<file path="config.mk">
export PLATFORM = sky130hd
export DESIGN_NAME = mux_tree_pipe
export DESIGN_NICKNAME = d
export VERILOG_FILES = /design/src/rtl/mux_tree_pipe.sv
export SDC_FILE = /design/constraint.sdc
export NUM_CORES = 1
export LEC_CHECK = 0
export BUFFER_PORTS_ARGS = -buffer_cell sky130_fd_sc_hd__clkbuf_2
export CORE_ASPECT_RATIO = 0.6
export CORE_MARGIN = 3
export CORE_UTILIZATION = 43
export DETAILED_ROUTE_END_ITERATION = 8
export GPL_ROUTABILITY_DRIVEN = 0
export PLACE_DENSITY_LB_ADDON = 0.05
export SLEW_MARGIN = 10
export SYNTH_ARGS = -nofsm -noshare
export SYNTH_HDL_FRONTEND = slang
export SYNTH_SLANG_ARGS = --single-unit
export TNS_END_PERCENT = 20
</file>
<file path="constraint.sdc">
create_clock -name clk -period 2.55 [get_ports clk]
set_input_delay 0.1275 -clock clk [delete_from_list [all_inputs] [get_ports clk]]
set_output_delay 0.1275 -clock clk [all_outputs]
set_load 0.01 [all_outputs]
</file>
<file path="src/rtl/mux_tree_pipe.sv">
// mux_tree_pipe: pipelined N:1 word multiplexer (N = 2**SEL_W) built as a
// binary 2:1 tree with one register stage per tree level (latency SEL_W),
// valid/ready handshake on both sides, per-stage backpressure and a
// synchronous flush.
//
// Ports:
//   clk        rising-edge clock
//   rst_n      asynchronous active-low reset
//   flush      synchronous flush, clears every stage valid, drops input
//   in_valid   src_in/sel valid this cycle
//   in_ready   block accepts input this cycle (combinational from out_ready)
//   sel        index of the word to forward
//   src_in     N flattened WIDTH-bit words, word 0 in the LSBs
//   out_valid  z holds a valid result
//   out_ready  downstream accepts z this cycle
//   z          selected word
//   stall_cnt  saturating count of out_valid & !out_ready cycles
//              (only when MUX_STALL_CNT_EN is defined)
//
// Optional feature macro: MUX_STALL_CNT_EN
module mux_tree_pipe #(
    parameter int unsigned WIDTH = 32,
    parameter int unsigned SEL_W = 3
) (
    input  logic                          clk,
    input  logic                          rst_n,
    input  logic                          flush,
    input  logic                          in_valid,
    output logic                          in_ready,
    input  logic [SEL_W-1:0]              sel,
    input  logic [(WIDTH<<SEL_W)-1:0]     src_in,
    output logic                          out_valid,
    input  logic                          out_ready,
    output logic [WIDTH-1:0]              z
`ifdef MUX_STALL_CNT_EN
    ,
    output logic [15:0]                   stall_cnt
`endif
);

    localparam int unsigned N = 1 << SEL_W;

    logic [SEL_W-1:0] valid;
    logic [SEL_W:0]   ready;

    assign ready[SEL_W] = out_ready;
    assign in_ready     = ready[0];

    for (genvar k = 0; k < SEL_W; k++) begin : g_stage
        localparam int unsigned NW = N >> (k + 1);

        logic [NW*WIDTH-1:0]   data_q;
        logic [NW*WIDTH-1:0]   data_nxt;
        logic [2*NW*WIDTH-1:0] up_data;
        logic                  up_bit;
        logic                  up_valid;
        logic                  vld_q;
        logic                  accept;

        // Upstream source: the raw inputs for the first level, else the previous stage
        if (k == 0) begin : g_first
            assign up_data  = src_in;
            assign up_bit   = sel[0];
            assign up_valid = in_valid;
        end else begin : g_inner
            assign up_data  = g_stage[k-1].data_q;
            assign up_bit   = g_stage[k-1].g_rsel.rsel_q[0];
            assign up_valid = g_stage[k-1].vld_q;
        end

        assign ready[k] = !vld_q | ready[k+1];
        assign valid[k] = vld_q;
        // Input offered during a flush cycle is dropped, never captured
        assign accept   = up_valid & ready[k] & !flush;

        // Pairwise 2:1 selection of the upstream words
        always_comb begin
            data_nxt = '0;
            for (int j = 0; j < int'(NW); j++) begin
                data_nxt[j*WIDTH +: WIDTH] = up_bit ? up_data[(2*j+1)*WIDTH +: WIDTH]
                                                    : up_data[(2*j)*WIDTH +: WIDTH];
            end
        end

        // Stage valid: cleared by flush, follows upstream whenever this stage can take
        always_ff @(posedge clk or negedge rst_n) begin
            if (!rst_n) begin
                vld_q <= 1'b0;
            end else if (flush) begin
                vld_q <= 1'b0;
            end else if (ready[k]) begin
                vld_q <= up_valid;
            end
        end

        // Stage data: updates only on an accepted transfer
        always_ff @(posedge clk or negedge rst_n) begin
            if (!rst_n) begin
                data_q <= '0;
            end else if (accept) begin
                data_q <= data_nxt;
            end
        end

        // Residual select bits still needed by later levels (none after the last)
        if (k < SEL_W - 1) begin : g_rsel
            localparam int unsigned RW = SEL_W - k - 1;

            logic [RW-1:0] rsel_q;
            logic [RW-1:0] rsel_up;

            if (k == 0) begin : g_src
                assign rsel_up = sel[SEL_W-1:1];
            end else begin : g_prev
                assign rsel_up = g_stage[k-1].g_rsel.rsel_q[RW:1];
            end

            always_ff @(posedge clk or negedge rst_n) begin
                if (!rst_n) begin
                    rsel_q <= '0;
                end else if (accept) begin
                    rsel_q <= rsel_up;
                end
            end
        end
    end

    assign out_valid = valid[SEL_W-1];
    assign z         = g_stage[SEL_W-1].data_q;

`ifdef MUX_STALL_CNT_EN
    logic [15:0] stall_q;

    // Saturating output-stall counter; only reset clears it
    always_ff @(posedge clk or negedge rst_n) begin
        if (!rst_n) begin
            stall_q <= 16'd0;
        end else if (out_valid && !out_ready && (stall_q != 16'hFFFF)) begin
            stall_q <= stall_q + 16'd1;
        end
    end

    assign stall_cnt = stall_q;
`endif

endmodule

</file>
== After elaboration in Yosys (flattened, before gate mapping) ==
Cells that the tools add are included.

* Memories: 0
* ROM bits: 0
* Bits of input ports: 264
* Logic and storage cells: 37
* Latch bits: 0
* Output and inout bits: 34
* Memory bits (writable): 0
* Register bits after elaboration: 230

* Equal/unequal tests: 0
* Shifts and indexed selects: 0
* Bitwise logic cells: 9
* Div/mod/pow operators: 0
* Add/subtract/negate cells: 0
* $mul: 0
* $lt $le $gt $ge: 0
* Muxes and demuxes: 13
* Reductions and logical operators: 7

{| class="wikitable"
|+ Operator list
! kind !! number
|-
| $mux W32 || 7
|-
| $and A1 B1 Y1 || 6
|-
| $mux W1 || 6
|-
| $reduce_bool A2 Y1 || 3
|-
| $logic_not A1 Y1 || 4
|-
| $or A1 B1 Y1 || 3
|}

== Logic depth before layout (Yosys ltp) ==
Gate-level depths: netlist (run 1).

* Depth after elaboration: 6
* Mapped depth: 5
* Mapped depth without buffers: 3

== Least setup slack after synthesis (run 1) ==
No wires, ideal clock.

* Path kind: register to register
* Start: reg g_stage[2].vld_q (netlist: out_valid)
* End: reg g_stage[1].data_q[13]
* Required time: 2.425 ns
* Data arrival time: 1.433 ns
* Stages on the path, launching flop included: 6
* Setup time: 0.125 ns
* Slack: 0.992 ns
* Cell sequence: dfrtp_1 -> nor2b_4 -> a211o_1 -> buf_6 -> buf_6 -> mux2_4

* Longest elaborated chain between the ends: 5

{| class="wikitable"
|+ Ends and longest elaborated chain
! what !! RTL line !! text
|-
| start, declared || 57 || <nowiki>logic vld_q;</nowiki>
|-
| start signal, assigned || 92 || <nowiki>vld_q <= up_valid;</nowiki>
|-
| $logic_not A1 Y1 || 71 || <nowiki>assign ready[k] = !vld_q | ready[k+1];</nowiki>
|-
| $or A1 B1 Y1 (2 in a row) || 71 ||
|-
| $and A1 B1 Y1 (2 in a row) || 74 || <nowiki>assign accept = up_valid & ready[k] & !flush;</nowiki>
|-
| end signal, assigned || 101 || <nowiki>data_q <= data_nxt;</nowiki>
|-
| end, declared || 52 || <nowiki>logic [NW*WIDTH-1:0] data_q;</nowiki>
|}

Every way passes these cells.
A chain may end at the register's enable or synchronous reset.

== Final worst setup path (run 1) ==
* Start: reg g_stage[2].vld_q (netlist: out_valid)
* End: reg g_stage[1].data_q[3]

The elaborated chain is that of the path after synthesis.

==> metrics, run 1 <==
PD cells 721 mW/mm^2; Die Y 132 microns; Final Cycle Share 77.5%; n_diodes 0; Worst slew margin 57.2%; cell family with most CP delay compound AO/OA/AOI/OAI gates; Largest stage delay, worst path 0.54 ns; total wire length 28400 microns; power consumption 0.0118 W; Mapped Cells 742; synthesized cell area 0.0114 sq mm; CTS sink count 230; Starting Density 44.4%; critical path startpoint category flop; Highest Clock Rate 506 MHz; Total GRT Usage 20.0%; CP Class flop to flop; Reg-to-Reg End g_stage[1].data_q[3]$_DFFE_PN0P_; setup bufs post-CTS 0; Sum Neg Setup Slack 0 ns; Reg clk slew, reported paths 0.06 ns; global-route wire length before repair 46400 microns; worst r2r path cells 4; Die X 217 microns; Comb power frac 27.9%; TritonRoute pass-1 iters 4; Post-Syn Area per Cell 15.4 sq um; Max IR drop VDD 0.428 mV; layout cell share with drive strength beyond 1 62.5%; Internal 0.00869 W; Sw Share 26.5%; Synth cell types 15; clock insertion delay at the later pin of the skew report 0.51 ns; worst-case clock skew 0.00628 ns; H-tree depth 1; CTS tree yes; I/O pin cnt 298; Worst Hold Class primary input to flop; synthesized flop and latch total 230; worst r2r src out_valid$_DFFE_PN0P_; Worst Setup SP out_valid$_DFFE_PN0P_; Root Buffer clkbuf_16; sequential power share 44.5%; Hold-fix buffers, CTS 239; vias in the first global route 8662; syn_nets 1006; worst path buffer plus inverter count 1; Bufs on Longest Clock Path 3; CP max FO 31; Via density 4.82; slowest CP cell a211o_4; RSZ-0062 raised after global routing false; critical path data required time 2.94 ns; CP arrival 2.37 ns; actual slew at the worst max-slew pin 0.642 ns; max cap viols 0; Overflow after GRT 0; final net count 1534; largest net degree at the start of global routing 83; cells along the critical path nor2b_4 -> a211o_4 -> buf_4 -> mux2_2; Wirelength per Cell 17.3 microns; Synth Warn # 0; sequential share of the synthesized area 50.3%; run status completed; P&R area growth vs syn 43.3%; Pleak 7.55 nW; Inserted Clock Buffers 22; Worst path depth 4; Rows 45; initial DRC count 238; post-CTS sizing 0; Setup crit end kind flop; fin. max-slew vios 0; # setup viols final 0; final hold viol count 0; Clk network pwr share 27.7%; via count 7887; antenna violations before repair 0; drt drc 0; Post-DP HPWL 17900 microns; r2r setup slk 0.57 ns; die area 0.0287 sq mm; post-route ant nets 0; core area 0.0257 sq mm; Critical Path Sink g_stage[1].data_q[3]$_DFFE_PN0P_; IO buf count 297; net switching power 0.00313 W; minimum clock period 1.98 ns
## cells in the final DEF (no fill, tap or decap)
cell,count
dlygate4sd3_1,239
nor2_1,3
dfrtp_4,1
clkinv_4,1
nor3b_4,1
buf_8,1
clkbuf_8,4
inv_1,2
mux2_2,401
nor2b_4,1
a21oi_1,2
buf_12,8
buf_4,10
clkinv_2,4
nand4b_1,1
a211o_4,1
clkbuf_16,23
mux2_4,50
dfrtp_1,228
nand3b_1,1
clkbuf_2,295
dfrtp_2,1
clkbuf_1,6
bufinv_16,1
## synth_stat cells
master      n  area share (%)
nand3b_1    1           0.066
nor2_1      3           0.098
buf_2      18            0.79
clkbuf_1   11            0.36
buf_1       3           0.098
buf_6      17             1.7
mux2_4     50             6.6
a21oi_1     2           0.088
a211o_1     1           0.077
nor2b_4     1            0.12
mux2_2    401              39
nor3b_2     1            0.11
dfrtp_1   230              50
nand4b_1    1           0.077
inv_1       2           0.066
## sequential cells by signal, indices dropped and copies added, names as in the netlist
register,flops
g_stage.g_rsel.rsel_q,3
out_valid,1
g_stage.data_q,192
z,32
g_stage.vld_q,2
## final cells by class
| cell class | instances | area, sq um |
|---|---|---|
| Timing Repair Buffer | 553 | 4120 |
| Clock inverter | 6 | 58.8 |
| Fill cell | 2047 | 9340 |
| Tap cell | 352 | 440 |
| Sequential cell | 230 | 5760 |
| Clock buffer | 33 | 653 |
| Inverter | 2 | 7.51 |
| Multi-Input combinational cell | 461 | 5350 |
## logic make-up after synthesis
group | count (synthesis) | share of synthesized area (%)
compound gates | 3 | 0.164
buf+inv | 51 | 2.99
flops | 230 | 50.3
mux | 451 | 46.1
simple gates | 7 | 0.470
## worst min path at each step
stage	start	endpoint	cells after the start
floorplan	rst_n	g_stage[0].data_q[0]$_DFFE_PN0P_	0
global placement	rst_n	g_stage[0].data_q[18]$_DFFE_PN0P_	1
detailed placement	rst_n	g_stage[0].data_q[18]$_DFFE_PN0P_	1
CTS	src_in[139]	g_stage[0].data_q[75]$_DFFE_PN0P_	3
global route	src_in[245]	g_stage[0].data_q[117]$_DFFE_PN0P_	3
finish	src_in[139]	g_stage[0].data_q[75]$_DFFE_PN0P_	3
## metal layers
| metal | up-vias | track usage, % | wire [microns] |
|---|---|---|---|
| met5 | - | 0 | 0 |
| met4 | 0 | 4.12 | 512 |
| met3 | 37 | 4.21 | 1210 |
| met2 | 157 | 32.3 | 13200 |
| met1 | 3942 | 27.9 | 13500 |
| li1 | 3751 | - | - |
## worst register-to-register path: cells and delay by family (launching register included)
kind                   cells  cell delay, ns
muxes                      1            0.36
and+or+nand+nor            1            0.23
DFF                        1            0.38
buffers and inverters      1            0.35
AOI/OAI and AO/OA          1            0.54
## power by group through the flow
| stage | clock [W] | sequential, W | combinational (W) |
|---|---|---|---|
| after CTS | 0.00338 | 0.00526 | 0.00333 |
| after global routing | 0.00353 | 0.00539 | 0.00359 |
| after detailed placement | 0 | 0.00531 | 0.00298 |
| final | 0.00327 | 0.00525 | 0.00329 |
| after floorplan | 0 | 0.00517 | 0.00199 |
| after global placement | 0 | 0.00530 | 0.00292 |
## metrics by stage
step | setup WS (ns) | cell area (sq um) | cells | hold WS (ns) | utilization, %
3_3_place_gp | 0.633 | 13300 | 1359 | 0.160 | 51.6
4_1_cts | 0.561 | 16400 | 1637 | 0.00104 | 63.7
3_5_place_dp | 0.568 | 13300 | 1359 | 0.171 | 51.6
6_report | 0.574 | 16400 | 1637 | 0.0130 | 63.7
2_1_floorplan | 0.992 | 11400 | 742 | -0.168 | -
5_1_grt | 0.481 | 16400 | 1637 | 0.0106 | 63.7
No activity file was read; power rests on OpenSTA's default activity.
==> run 2: changes to the inputs <==
==> constraint.sdc (replaced) <==
create_clock -name clk -period 2.04 [get_ports clk]
set_input_delay 0.102 -clock clk [delete_from_list [all_inputs] [get_ports clk]]
set_output_delay 0.102 -clock clk [all_outputs]
set_load 0.01 [all_outputs]
==> metrics, run 2 (synthesized netlist as in run 1, its figures left out) <==
run status completed; IO buf count 297; PD cells 880 mW/mm^2; final net count 1554; CP Class flop to flop; CP arrival 2.10 ns; post-CTS sizing 0; cells along the critical path nand4b_1 -> nand3b_1 -> buf_12 -> buf_12 -> mux2_2; layout cell share with drive strength beyond 1 62.1%; most frequent cells in the layout 401 x mux2_2, 295 x clkbuf_2, 253 x dlygate4sd3_1; Via density 4.78; Worst Hold End g_stage[0].data_q[127]$_DFFE_PN0P_; Final Cell Area 0.0166 sq mm; Placed Cells 1365; worst hold path startpoint src_in[255]; leading cell type in the layout, fill and taps excluded mux2_2; initial DRC count 248; Max IR drop VDD 0.464 mV; Post-DP HPWL 18000 microns; Overflow after GRT 0; setup bufs post-CTS 0; total wire length 28000 microns; CTS sink count 230; area of the multi-input gates 0.00535 sq mm; actual slew at the worst max-slew pin 0.515 ns; number of flip-flops in the largest register 192; critical path data required time 2.42 ns; Die Y 132 microns; Final Cycle Share 83.9%; Top cell by count, worst path buf_12; hold_ws 0.0143 ns; fin. max-slew vios 0; Inserted Clock Buffers 22; Rows 45; global-route wire length before repair 46200 microns; pre-CTS setup slack 0.343 ns; Worst slew margin 65.7%; Reg-to-Reg End g_stage[0].data_q[59]$_DFFE_PN0P_; CTS tree yes; I/O pin cnt 298; minimum clock period 1.71 ns; Non-Filler Instances 1655; H-tree depth 1; Total GRT Usage 19.8%; critical path startpoint category flop; core area 0.0257 sq mm; Worst Hold Class primary input to flop; Pleak 7.66 nW; Reg clk slew, reported paths 0.06 ns; CP max FO 44; r2r setup slk 0.33 ns; antenna violations before repair 1; Fillers 1953; die area 0.0287 sq mm; post-route ant nets 0; Hold-fix buffers, CTS 253; Die X 217 microns; register area 0.00576 sq mm; RSZ-0062 raised after global routing false; dpl cell area 0.0134 sq mm; worst r2r src g_stage[1].vld_q$_DFFE_PN0P_; largest net degree at the start of global routing 64; worst-case clock skew 0.0118 ns; vias in the first global route 8647; final worst setup slack 0.328 ns; Highest Clock Rate 584 MHz; hold path depth 3; P&R area growth vs syn 45.6%; TritonRoute pass-1 iters 4; worst r2r path cells 5; clock insertion delay at the later pin of the skew report 0.50 ns; # setup viols final 0; slowest CP cell dfrtp_1; largest reg by FF count g_stage.data_q; via count 7919; final hold viol count 0; Root Buffer clkbuf_16; max cap viols 0; Starting Density 44.4%; Wirelength per Cell 16.9 microns; Bufs on Longest Clock Path 3; Sum Neg Setup Slack 0 ns; Setup crit end kind flop; drt drc 0; Largest stage delay, worst path 0.42 ns
## run 2: changes by cell type in the layout (fill, tap and decap cells not counted)
| cell | before | now |
|---|---|---|
| diode_2 | 0 | 1 |
| clkbuf_1 | 6 | 3 |
| clkinv_4 | 1 | 0 |
| clkbuf_8 | 4 | 6 |
| dlygate4sd3_1 | 239 | 253 |
| buf_4 | 10 | 9 |
| buf_12 | 8 | 15 |
| bufinv_16 | 1 | 0 |
## run 2: final cells by class
class | instances | share of cell area, %
antenna | 1 | 0.0150
clock buffer | 32 | 4.02
clock inverter | 4 | 0.120
inverter | 2 | 0.0451
multi-input combinational | 461 | 32.2
sequential | 230 | 34.6
tap | 352 | 2.65
timing repair buffer | 573 | 26.4
## run 2: through the flow
stage               utilization [%]  total power [W]
floorplan                         -          0.00895
global placement               52.2           0.0103
detailed placement             52.2           0.0104
CTS                            64.7           0.0148
global route                   64.7           0.0155
finish                         64.7           0.0146
## run 2: worst max path at each step
| stage | slack, ns | start | depth (start not counted) | endpoint |
|---|---|---|---|---|
| finish | 0.33 | g_stage[1].vld_q$_DFFE_PN0P_ | 5 | g_stage[0].data_q[59]$_DFFE_PN0P_ |
| global route | 0.21 | g_stage[1].vld_q$_DFFE_PN0P_ | 5 | g_stage[0].data_q[59]$_DFFE_PN0P_ |
| CTS | 0.33 | g_stage[1].vld_q$_DFFE_PN0P_ | 5 | g_stage[0].data_q[23]$_DFFE_PN0P_ |
| detailed placement | 0.34 | g_stage[1].vld_q$_DFFE_PN0P_ | 5 | g_stage[0].data_q[115]$_DFFE_PN0P_ |
| global placement | 0.36 | g_stage[1].vld_q$_DFFE_PN0P_ | 5 | g_stage[0].data_q[25]$_DFFE_PN0P_ |
| floorplan | 0.48 | out_valid$_DFFE_PN0P_ | 5 | g_stage[1].data_q[13]$_DFFE_PN0P_ |
## run 2: power by group
part | internal (W) | switching (W) | total, W
registers | 0.00581 | 0.000689 | 0.00649
logic | 0.00277 | 0.00145 | 0.00422
clock network | 0.00226 | 0.00167 | 0.00393
## run 2: worst max-delay path: cells and delay by family, from the launching register on
family	cells	cell delay, ns
flip-flops	1	0.42
AND/OR/NAND/NOR	2	0.34
buffers and inverters	2	0.43
multiplexers	1	0.37
## run 2: per-layer routing
layer	wire, microns	track usage, %
met1	13200	28.0
met2	13200	32.5
met3	1190	3.52
met5	0	0
met4	400	3.39
